## config.mk

```make
export PLATFORM = sky130hd
export DESIGN_NAME = reg_file
export DESIGN_NICKNAME = d
export VERILOG_FILES = /design/src/rtl/reg_file_pkg.sv /design/src/rtl/reg_file_zero_det.sv /design/src/rtl/reg_file.sv
export SDC_FILE = /design/constraint.sdc
export NUM_CORES = 1
export LEC_CHECK = 0
export CORE_UTILIZATION = 45
export DETAILED_ROUTE_END_ITERATION = 12
export DONT_BUFFER_PORTS = 1
export PLACE_DENSITY = 0.64
export SYNTH_ARGS = -nofsm -noshare
export SYNTH_HDL_FRONTEND = slang
export SYNTH_SLANG_ARGS = --single-unit
```

## constraint.sdc

```tcl
create_clock -name clk -period 2.1 [get_ports clk]
set_clock_uncertainty 0.2 [all_clocks]
set_input_delay 0.42 -clock clk [delete_from_list [all_inputs] [get_ports clk]]
set_output_delay 0.42 -clock clk [all_outputs]
set_load 0.02 [all_outputs]
```

## src/rtl/reg_file_pkg.sv

```systemverilog
// Shared constants and the address-width helper for reg_file and its instantiators.
package reg_file_pkg;

  localparam int DATA_WIDTH = 16;
  localparam int DEPTH      = 16;

  // Smallest width that can address `value` entries; a single entry still gets one bit.
  function automatic int clog2(input int value);
    int result;
    result = 0;
    for (int i = 0; i < 31; i++) begin
      if ((1 << i) < value) result = i + 1;
    end
    if (result == 0) result = 1;
    return result;
  endfunction

endpackage

```

## src/rtl/reg_file_zero_det.sv

```systemverilog
// Per-entry NOR-reduce: zeros_o[i] is high when entry i holds all-zero bits.
module reg_file_zero_det #(
  parameter int BIT_WIDTH = 16,
  parameter int REG_DEPTH = 16
) (
  input  logic [REG_DEPTH*BIT_WIDTH-1:0] entries_i,
  output logic [REG_DEPTH-1:0]           zeros_o
);

  for (genvar i = 0; i < REG_DEPTH; i++) begin : g_entry
    assign zeros_o[i] = ~|entries_i[i*BIT_WIDTH +: BIT_WIDTH];
  end

endmodule

```

## src/rtl/reg_file.sv

```systemverilog
// One-read/one-write register file with bulk clear and per-entry zero flags.
// Define REG_FILE_BYPASS_EN to forward same-cycle writes (and clears) to the read port.
module reg_file
  import reg_file_pkg::*;
#(
  parameter int  BIT_WIDTH = DATA_WIDTH,
  parameter int  REG_DEPTH = DEPTH,
  localparam int AW        = clog2(REG_DEPTH)
) (
  input  logic                 clk,
  input  logic                 rst_n,
  input  logic                 clear,
  input  logic                 read_en,
  input  logic [AW-1:0]        read_addr,
  output logic [BIT_WIDTH-1:0] read_data,
  input  logic                 write_en,
  input  logic [AW-1:0]        write_addr,
  input  logic [BIT_WIDTH-1:0] write_data,
  output logic [REG_DEPTH-1:0] zeros
);

  // One extra bit so the limit is representable when REG_DEPTH is a power of two.
  localparam logic [AW:0] ADDR_LIMIT = REG_DEPTH[AW:0];

  logic [BIT_WIDTH-1:0]           mem_q [REG_DEPTH];
  logic [BIT_WIDTH-1:0]           mem_d [REG_DEPTH];
  logic [BIT_WIDTH-1:0]           read_data_q;
  logic [BIT_WIDTH-1:0]           read_data_d;
  logic [BIT_WIDTH-1:0]           read_value;
  logic [REG_DEPTH*BIT_WIDTH-1:0] mem_flat;
  logic                           write_in_range;
  logic                           read_in_range;

  assign write_in_range = {1'b0, write_addr} < ADDR_LIMIT;
  assign read_in_range  = {1'b0, read_addr} < ADDR_LIMIT;

  // NOTE: every always_comb output gets a default first, so no path leaves it unassigned (no latch).
  always_comb begin
    mem_d = mem_q;
    if (clear) begin
      for (int i = 0; i < REG_DEPTH; i++) mem_d[i] = '0;
    end else if (write_en && write_in_range) begin
      mem_d[write_addr] = write_data;
    end
  end

  always_comb begin
    read_value = read_in_range ? mem_q[read_addr] : '0;
`ifdef REG_FILE_BYPASS_EN
    if (clear) begin
      read_value = '0;
    end else if (write_en && (write_addr == read_addr)) begin
      read_value = write_data;
    end
`endif
    read_data_d = read_en ? read_value : read_data_q;
  end

  // NOTE: the storage array is reset because the zero flags must read all-ones straight out of reset.
  always_ff @(posedge clk or negedge rst_n) begin
    if (!rst_n) begin
      for (int i = 0; i < REG_DEPTH; i++) mem_q[i] <= '0;
      read_data_q <= '0;
    end else begin
      // NOTE: state is updated with non-blocking assignments so all flops sample pre-edge values.
      mem_q       <= mem_d;
      read_data_q <= read_data_d;
    end
  end

  assign read_data = read_data_q;

  always_comb begin
    mem_flat = '0;
    for (int i = 0; i < REG_DEPTH; i++) mem_flat[i*BIT_WIDTH +: BIT_WIDTH] = mem_q[i];
  end

  reg_file_zero_det #(
    .BIT_WIDTH(BIT_WIDTH),
    .REG_DEPTH(REG_DEPTH)
  ) u_zero_det (
    .entries_i(mem_flat),
    .zeros_o  (zeros)
  );

endmodule

```

==> flow_summary.ini <==
[routing]
drt-initial-drc-count = 1832
first_pass_iters = 8
dr_total_vias = 13392
wirelength_um = 52200
routedWlPerCell_um = 26.7
drc = 0
post_drt_via_cell_ratio = 6.85
drt.antenna.violating_nets = 0

[clock_network]
cts-buffers-inserted = 30
cts.sinks = 272
htree_levels = 1
clockBufferDepth = 3
cts_tree = yes
ctsHoldBuffers = 198
root_buffer = clkbuf_16
worstSkewPairLatency_ns = 0.56
path_clk_slew_ns = 0.06

[global_routing]
overflow = 0
grt_pass1_vias = 13088
track_usage_pct = 31.8
grt_start_max_net_pins = 273
grt_first_pass_wirelength_um = 80600
antenna_found_initial = 0

[final_layout]
final_design_area_no_fill_um2 = 17900
antenna_cells = 0
nNetsFinal = 1569
mostFrequentLayoutCells = 271 x dfrtp_1, 256 x nand3_1, 256 x a21oi_1
final_common_cell = dfrtp_1
instances_no_fill = 1954
drive_gt1_share_pct = 14.8
fin_util_pct = 58.0
area_growth_pct = 25.3

[flow_run]
max_cap_viol_count = 0

[sta]
worst_slack_ns = -0.284
fin_crit_ns = 2.38
setup_tns_ns = -3.13
slew-limit-headroom_pct = 36.2
fin_crit_sh_pct = 114
hold_violations = 272
clock.fmax_ghz = 0.419
rsz0062_at_grt = yes
worstMarginPinSlew_ns = 0.954
holdWs_ns = -0.643
setup_viol = 16
finalMaxSlewViolations = 0

[place]
place_congestion = 0.876
placed_cell_area_um2 = 14300
portBuffers = 0
pre_cts_ws_ns = 0.0829
place_inst = 1689
dp_hpwl_um = 26200

[synthesis]
synth-edff-count = 0
yosysUniqueCellTypes = 35
synthFlopType = dfrtp_1
yosysWarnings = 0
syn_area_um2 = 14300
ys_seq_area_share_pct = 47.5
synth_nets = 1492
synth-seq-cells = 272
syn_area_per_cell_um2 = 9.79
syn_inst = 1463
async_reset_ff_share_pct = 100

[setup_path]
critPathRequiredTime_ns = 1.48
worst-setup-path-type = flip-flop to primary output
cp_max_fo = 3
worstSetupStartpointType = flip-flop
end_kind = primary output
worst-endpoint-arrival_ns = 1.76

[status]
violations = negative hold slack, negative setup slack
status = finished, violations left

[floorplanning]
rows = 64
die_h_um = 180
io_pins = 61
die_area_um2 = 32500
core_area_um2 = 30900
fp.dieW_um = 180
initial_core_util_pct = 46.3

[power]
p_total_mw = 12.0
vdd_ir_drop_max_uv = 703
power.density_nw_per_um2 = 667
p_leak_nw = 7.52

[worst_hold_path]
hold_class = input port to asynchronous set/reset pin
[repair_timing]
action                                 CTS  global route
endpoints found under the hold margin  544           272
setup endpoints to repair               16            16
resized for setup                       91            13
pin swaps                               12            20
setup buffers                            8             9
[layer usage]
metal / track usage (%) / vias to the layer above / routed length (um)
li1: - / 5650 / -
met5: 0 / - / 0
met2: 48.3 / 889 / 23700
met3: 7.84 / 163 / 6240
met1: 43.5 / 6690 / 19700
met4: 13.7 / 0 / 2620
[critical path, stage by stage, from the launching register on]
cell,delay (ns)
dfrtp_1,0.43
nor4_4,0.34
buf_4,0.17
and4_4,0.27
[path summary, 6_finish.rpt]
path	slack (ns)	cells past startpoint	from	end
min reg2reg	0.37	2	mem_flat[126]	mem_flat[126]
min in group clk	0.06	2	read_addr[1]	read_data[1]
max in group asynchronous	1.58	0	rst_n	mem_flat[18]
max reg2reg	0.18	4	mem_flat[96]	read_data[0]
max	-0.28	3	mem_flat[27]	zeros[1]
min	-0.64	0	rst_n	mem_flat[164]
[final cells by class]
class / count / area, um2
Timing Repair Buffer: 241 / 2520
Tap cell: 396 / 495
Fill cell: 2551 / 13000
Clock buffer: 43 / 851
Sequential cell: 272 / 6810
Clock inverter: 7 / 110
Multi-Input combinational cell: 995 / 7150
[where the power goes]
part | internal, mW | switching, mW | total, mW | leakage [nW]
clock | 3.14 | 2.18 | 5.33 | 0.472
sequential | 5.34 | 0.155 | 5.49 | 3.75
combinational | 0.461 | 0.693 | 1.15 | 3.30
total | 8.94 | 3.03 | 12.0 | 7.52
[registers in the layout, summed over array words and instances, names as in the netlist]
register	cells
mem_flat	256
read_data	16
[kinds of logic after synthesis]
group	count (synthesis)	share of synthesized area [%]
DFF	272	47.5
and+or+nand+nor	371	14.0
muxes	80	11.6
buffers and inverters	196	6.55
AOI/OAI and AO/OA	544	20.3
[synth_stat cells (2+ instances only)]
library cell | number | area [um2]
a21oi_1 | 256 | 1280
a221oi_1 | 2 | 17.5
a221oi_2 | 14 | 210
and2_1 | 2 | 12.5
and3b_1 | 2 | 17.5
and4_1 | 16 | 140
buf_1 | 11 | 41.3
buf_12 | 4 | 80.1
buf_2 | 53 | 265
buf_4 | 3 | 22.5
buf_6 | 6 | 67.6
clkbuf_1 | 110 | 413
clkbuf_2 | 8 | 40.0
dfrtp_1 | 272 | 6810
mux2i_1 | 16 | 160
mux4_1 | 16 | 420
mux4_2 | 48 | 1080
nand2b_1 | 3 | 18.8
nand3_1 | 257 | 1290
nand3b_1 | 2 | 15.0
nor2_1 | 16 | 60.1
nor2b_1 | 2 | 12.5
nor4_1 | 64 | 400
o21ai_0 | 194 | 971
o21ai_1 | 62 | 310
o22ai_1 | 14 | 87.6
o22ai_2 | 2 | 25.0
Power figures use the tool's default switching activity.
